==> src/rtl/bit_serial_adder.sv <==
// bit_serial_adder: WIDTH-bit unsigned add computed one bit per clock, LSB
// first, through a one-bit full-adder cell. A start/done handshake wraps the
// add. The result and carry-out are registered and hold between completions.
module bit_serial_adder #(
    parameter int WIDTH = 8
) (
    input  logic             clk,
    input  logic             rst,
    input  logic             start,
    input  logic [WIDTH-1:0] a,
    input  logic [WIDTH-1:0] b,
    input  logic             cin,
    output logic             busy,
    output logic             done,
    output logic [WIDTH-1:0] sum,
    output logic             cout
);

    localparam int CW = (WIDTH > 2) ? $clog2(WIDTH) : 1;
    localparam logic [CW-1:0] LAST_BIT = CW'(WIDTH - 1);

    // One-hot encoding, so each state is a flop of its own.
    typedef enum logic [2:0] {
        ST_IDLE = 3'b001,
        ST_RUN  = 3'b010,
        ST_DONE = 3'b100
    } state_t;

    // One-bit full-adder cell. The result is returned as {carry_out, sum}.
    function automatic logic [1:0] full_add(input logic x, input logic y, input logic c);
        full_add = {(x & y) | (x & c) | (y & c), x ^ y ^ c};
    endfunction

    state_t           state_r;
    logic [WIDTH-1:0] a_sr_r;
    logic [WIDTH-1:0] b_sr_r;
    logic [WIDTH-1:0] s_sr_r;
    logic             carry_r;
    logic [CW-1:0]    cnt_r;

    logic             cell_sum_s;
    logic             cell_cout_s;
    logic [WIDTH-1:0] s_next_s;

    // Cell evaluation on the current LSBs, and the next partial-sum image.
    always_comb begin
        cell_sum_s  = 1'b0;
        cell_cout_s = 1'b0;
        {cell_cout_s, cell_sum_s} = full_add(a_sr_r[0], b_sr_r[0], carry_r);
        s_next_s = (s_sr_r >> 1'b1) | {cell_sum_s, {(WIDTH-1){1'b0}}};
    end

    // Control FSM, datapath shift registers and registered outputs.
    always_ff @(posedge clk or posedge rst) begin
        if (rst) begin
            state_r <= ST_IDLE;
            a_sr_r  <= {WIDTH{1'b0}};
            b_sr_r  <= {WIDTH{1'b0}};
            s_sr_r  <= {WIDTH{1'b0}};
            carry_r <= 1'b0;
            cnt_r   <= {CW{1'b0}};
            busy    <= 1'b0;
            done    <= 1'b0;
            sum     <= {WIDTH{1'b0}};
            cout    <= 1'b0;
        end else begin
            case (state_r)
                ST_IDLE: begin
                    if (start) begin
                        a_sr_r  <= a;
                        b_sr_r  <= b;
                        carry_r <= cin;
                        cnt_r   <= {CW{1'b0}};
                        s_sr_r  <= {WIDTH{1'b0}};
                        busy    <= 1'b1;
                        state_r <= ST_RUN;
                    end else begin
                        state_r <= ST_IDLE;
                    end
                end
                ST_RUN: begin
                    // Operands shift out LSB first. Zeros fill the top bits.
                    s_sr_r  <= s_next_s;
                    a_sr_r  <= a_sr_r >> 1'b1;
                    b_sr_r  <= b_sr_r >> 1'b1;
                    carry_r <= cell_cout_s;
                    cnt_r   <= cnt_r + CW'(1'b1);
                    if (cnt_r == LAST_BIT) begin
                        sum     <= s_next_s;
                        cout    <= cell_cout_s;
                        done    <= 1'b1;
                        state_r <= ST_DONE;
                    end else begin
                        state_r <= ST_RUN;
                    end
                end
                ST_DONE: begin
                    // Requests arriving here are dropped, not queued.
                    done    <= 1'b0;
                    busy    <= 1'b0;
                    state_r <= ST_IDLE;
                end
                default: begin
                    done    <= 1'b0;
                    busy    <= 1'b0;
                    state_r <= ST_IDLE;
                end
            endcase
        end
    end

endmodule

==> config.mk <==
export PLATFORM = sky130hd
export DESIGN_NAME = bit_serial_adder
export DESIGN_NICKNAME = d
export VERILOG_FILES = /design/src/rtl/bit_serial_adder.sv
export SDC_FILE = /design/constraint.sdc
export NUM_CORES = 1
export LEC_CHECK = 0
export BUFFER_PORTS_ARGS = -buffer_cell sky130_fd_sc_hd__buf_2
export CELL_PAD_IN_SITES_DETAIL_PLACEMENT = 1
export CELL_PAD_IN_SITES_GLOBAL_PLACEMENT = 1
export CORE_UTILIZATION = 50
export CTS_BUF_LIST = sky130_fd_sc_hd__clkbuf_2
export CTS_CLUSTER_DIAMETER = 80
export DETAILED_ROUTE_END_ITERATION = 12
export HOLD_SLACK_MARGIN = 0.02
export PLACE_DENSITY_LB_ADDON = 0.1
export REMOVE_ABC_BUFFERS = 1
export SYNTH_ARGS = -nofsm -noshare
export SYNTH_HDL_FRONTEND = slang
export SYNTH_SLANG_ARGS = --single-unit
==> constraint.sdc <==
create_clock -name clk -period 2.63 [get_ports clk]
set_input_delay 0.526 -clock clk [delete_from_list [all_inputs] [get_ports clk]]
set_output_delay 0.526 -clock clk [all_outputs]
set_load 0.05 [all_outputs]
; ---- Word-level counts from Yosys, hierarchy flattened
; Index checks and enable logic that the tools add are counted.
[word_totals]
reg_bits = 42
latchBits = 0
ram_bits = 0
rom_bits = 0
input_bits = 20
output_inout_bits = 11
elab_cells = 48
n_memories = 0
[classes]
addsub = 1
multipliers = 0
div_mod_pow = 0
order_cmp = 0
n_eq_ne = 5
shift = 0
n_mux = 17
n_bitwise = 10
n_reduce_logical = 5
[ops]
columns = op, n
row1 = $pmux W8 S2, 3
row2 = $mux W8, 3
row3 = $pmux W3 S2, 2
row4 = $or A7 B8 Y8, 1
row5 = $reduce_and A2 Y1, 4
row6 = $mux W3, 2
row7 = $pmux W1 S2, 3
row8 = $ne A2 B2 Y1 const B, 2
row9 = $add A3 B1 Y3 const B, 1
row10 = $and A1 B1 Y1, 3
row11 = $eq A3 B1 Y1 const B, 1
row12 = $eq A3 B2 Y1 const B, 1
row13 = $eq A3 B3 Y1 const B, 1
row14 = $mux W1, 3
row15 = $mux W2, 1
row16 = $not A1 Y1, 2
row17 = $or A1 B1 Y1, 2
row18 = $reduce_bool A2 Y1, 1
row19 = $xor A1 B1 Y1, 2

; ---- Logic depth before layout (Yosys ltp)
[logic_depth]
word_depth = 4
depth_mapped = 5
mapped_depth_nobuf = 5

; ---- Worst setup path before layout
; OpenSTA, ideal clock, no wires.
[synth_timing]
path_kind = reg2reg
from = register cnt_r[0]
to = register cout
setup_time_ps = 125
t_arrival_ps = 1395
required_time_ps = 2505
slack_ps = 1110
stages_incl_launch_ff = 6
n_path_buf = 0
period_less_slack_ps = 1520
path_cell_list = dfrtp_1 -> ha_1 -> ha_1 -> nand3b_1 -> nor2_2 -> mux2_2
[synth_between]
elab_chain_len = 2
[synth_lines]
columns = element, line_no
row1 = from (decl), 39  ; logic [CW-1:0] cnt_r;
row2 = from (signal assigned), 61  ; cnt_r <= {CW{1'b0}};
row3 = from (signal assigned), 73  ; cnt_r <= {CW{1'b0}};
row4 = from (signal assigned), 87  ; cnt_r <= cnt_r + CW'(1'b1);
row5 = $eq A3 B3 Y1, 88  ; if (cnt_r == LAST_BIT) begin
row6 = $reduce_and A2 Y1 (no source line), -
row7 = to (signal assigned), 90  ; cout <= cell_cout_s;
row8 = to (decl), 16  ; output logic cout
; No other way between the ends.
; A chain may end at the register's enable or synchronous reset.

; ---- Worst setup path in the final report
[layout_timing]
from = register cnt_r[0]
to = register sum[7]
[layout_between]
elab_chain_len = 2
[layout_lines]
columns = element, line_no
row1 = $eq A3 B3 Y1, 88
row2 = $reduce_and A2 Y1 (no source line), -
row3 = to (signal assigned), 64  ; sum <= {WIDTH{1'b0}};
row4 = to (signal assigned), 89  ; sum <= s_next_s;
row5 = to (decl), 15  ; output logic [WIDTH-1:0] sum,
; No other way between the ends.

==> impl_metrics.csv <==
group,metric,value,unit
sta,finalSetupViolCount,0,
critical_path,worstReg2RegEnd,"sum[7]",
power_and_ir_drop,leakagePower,0.0009804,uW
critical_path,path_class,"flip-flop to flip-flop",
final_layout,nets,188,
synth,synthTopCellsByArea,"dfrtp_1 (57%), mux2i_1 (8.6%), mux2_2 (6.5%)",
die,dieArea,3728,um2
sta,fin_crit,1.748,ns
detailed_routing,num_vias,1124,
grt,antenna_found_initial,0,
synth,synth_top_area_share,57.39,%
synth,yosys-mux-area-fraction,15.06,%
critical_path,worstPathRequired,2.93,ns
synth,seq_area_frac_synth,58.90,%
synth,yosys.area_share.xor_xnor,0.5022,%
synth,synth_edf_count,0,
detailed_routing,drc,0,
synth,async_flop_share,100.0,%
die,coreArea,3337,um2
place,hpwl,2234,um
place,placedCellCount,204,
place,placed_area,1936,um2
synth,synthAdderAreaFrac,2.582,%
sta,rsz0062_at_grt,"false",
final_layout,register_area,1027,um2
sta,hold_viol,0,
synth,synth_compound_area_share,12.34,%
place,place_ws,0.8095,ns
critical_path,cp-start-kind,"flip-flop",
synth,ys.flop_type,"dfrtp_1",
synth,synth.cell_area,1744,um2
place,gp_congestion,0.6551,
grt,grt_first_pass_wirelength,5444,um
synth,ys_types,26,
sta,relSlewSlack,62.57,%
power_and_ir_drop,peakVddDrop,0.4516,mV
clock_network,postCtsSetupBuffers,0,
critical_path,rrSetupSlack,0.88,ns
grt,use_met1,24.17,%
clock_network,cts.repair.resized,0,
clock_network,insertion_delay,0.39,ns
sta,maxSlewViolCount,0,
final_layout,nFillCells,372,
grt,grt-ovfl-total,0,
critical_path,r2r_cells,5,
clock_network,clkTransAtPathRegs,0.20,ns
die,die_h,61.06,um
synth,syn_area_per_cell,13.31,um2
final_layout,syn2layout_area_growth,13.27,%
final_layout,mostFrequentLayoutCells,"dfrtp_1 (40), buf_2 (30), nand2_1 (17), mux2i_1 (15), a22o_1 (11)",
sta,fin_ws,0.8815,ns
clock_network,clockBufferDepth,2,
detailed_routing,drt.antenna.violating_nets,0,
final_layout,mostFrequentLayoutCell,"dfrtp_1",
clock_network,cts_inserted_buffers,5,
critical_path,cp.arrival,2.05,ns
die,io_pins,31,
synth,synth_seq_cells,41,
grt,grt.busiest_layer,"met2",
clock_network,cts_tree,"done",
final_layout,design_area,1976,um2
grt,grt_start_max_net_pins,42,
critical_path,worst-path-max-fanout,10,
synth,yosys_warnings,0,
clock_network,ctsHoldBuffers,0,
sta,fin_worst_skew,0.01954,ns
final_layout,multi_input_area,663.1,um2
final_layout,fin_util,59.21,%
clock_network,cts-root-buf,"clkbuf_2",
clock_network,clkSinkCount,41,
die,initial_utilization,52.27,%
final_layout,fin_cells,212,
synth,synth_top_family_by_area,"multiplexers",
die,core.rowCount,21,
critical_path,critPathCaptureType,"flip-flop",
grt,grt_usage,20.78,%
sta,finalSetupTns,0,ns
detailed_routing,vias_per_cell,5.302,
die,die_w,61.06,um
place,port_buffers,30,
grt,gr-usage-met3,5.882,%
detailed_routing,post_drt_wl_per_cell,15.07,um
detailed_routing,drt_iter0_markers,30,
grt,groute.layer.met2.usage,35.56,%
grt,grt_pass1_vias,1221,
final_layout,n_antenna_cell,0,
critical_path,r2r-start,"cnt_r[0]",
synth,synth_top_cell_by_area,"dfrtp_1",
sta,tightestPinTransition,0.5609,ns
final_layout,layout-drive-gt1-share,37.95,%
run,drv_cap,0,
outcome,status,"finished, final reports clean",
synth,synthCells,131,
detailed_routing,dr.pass1.iters,2,
sta,fmax,0.5719,GHz
synth,synth-simple-area-share,6.671,%
sta,timing.final.crit_share,66.48,%
clock_network,htree_levels,2,
power_and_ir_drop,power_density,937.5,nW/um2
worst_hold_path,hold_class,"input pin to async pin",
detailed_routing,wl,3194,um
state kept, by name, indices dropped and copies added, names as in the netlist:
signal / count
state_r: 3
done: 1
busy: 1
carry_r: 1
sum: 8
cnt_r: 3
s_sr_r: 7
a_sr_r: 8
b_sr_r: 8
cout: 1
worst max-delay path by stage:
stage,from,slack [ns],endpoint,cells past startpoint
2_1_floorplan,start,-0.24,cnt_r[0],3
3_3_place_gp,start,0.86,a_sr_r[0],6
3_5_place_dp,start,0.81,a_sr_r[0],6
4_1_cts,cnt_r[0],0.85,sum[3],5
5_1_grt,cnt_r[0],0.75,sum[5],5
6_report,cnt_r[0],0.88,sum[7],5
critical path, cell delays in order, from the launching register on:
cell,delay (ns)
dfrtp_1,0.40
ha_1,0.15
ha_1,0.17
nand3b_1,0.12
nor2_2,0.42
mux2_2,0.40
cells by family (layout without fill, tap and decap cells):
| kind of cell | count (synthesis) | after routing |
|---|---|---|
| flip-flops | 41 | 41 |
| XOR/XNOR | 1 | 1 |
| adder cells (fa/ha/maj) | 3 | 3 |
| AND/OR/NAND/NOR | 23 | 23 |
| AO/OA/AOI/OAI | 29 | 29 |
| multiplexers | 25 | 25 |
| buffers and inverters | 9 | 44 |
power by group:
group | internal (uW) | switching [uW] | total [uW]
Combinational | 294 | 339 | 633
Sequential | 821 | 137 | 958
Clock | 66.8 | 194 | 261
synth_stat cells, drive strengths merged, types with 2 or more instances:
library cell  count
ha                2
nand2            17
nor2              3
mux2i            15
a22o             11
inv               2
dfrtp            40
buf               5
o21ai            15
mux2             10
clkbuf            2
metal layers:
layer  wire [um]  vias up
li1            -      531
met5           0        -
met4          80        0
met3         120        9
met2        1692       26
met1        1300      558
final cells by class:
cell class                 instances  share of cell area [%]
clock inverter                     2                  0.5067
timing repair buffer              34                   9.120
tap                               46                   2.913
sequential                        41                   52.00
inverter                           2                  0.3800
multi-input combinational         81                   33.57
clock buffer                       6                   1.520
per-stage QoR:
stage / hold WS (ns) / power, uW
2_1_floorplan: 0.4492 / 1419
3_3_place_gp: 0.4667 / 1572
3_5_place_dp: 0.4686 / 1617
4_1_cts: 0.2173 / 1883
5_1_grt: 0.2539 / 1996
6_report: 0.2256 / 1852
Note: power is estimated with default switching activity, not from simulation.
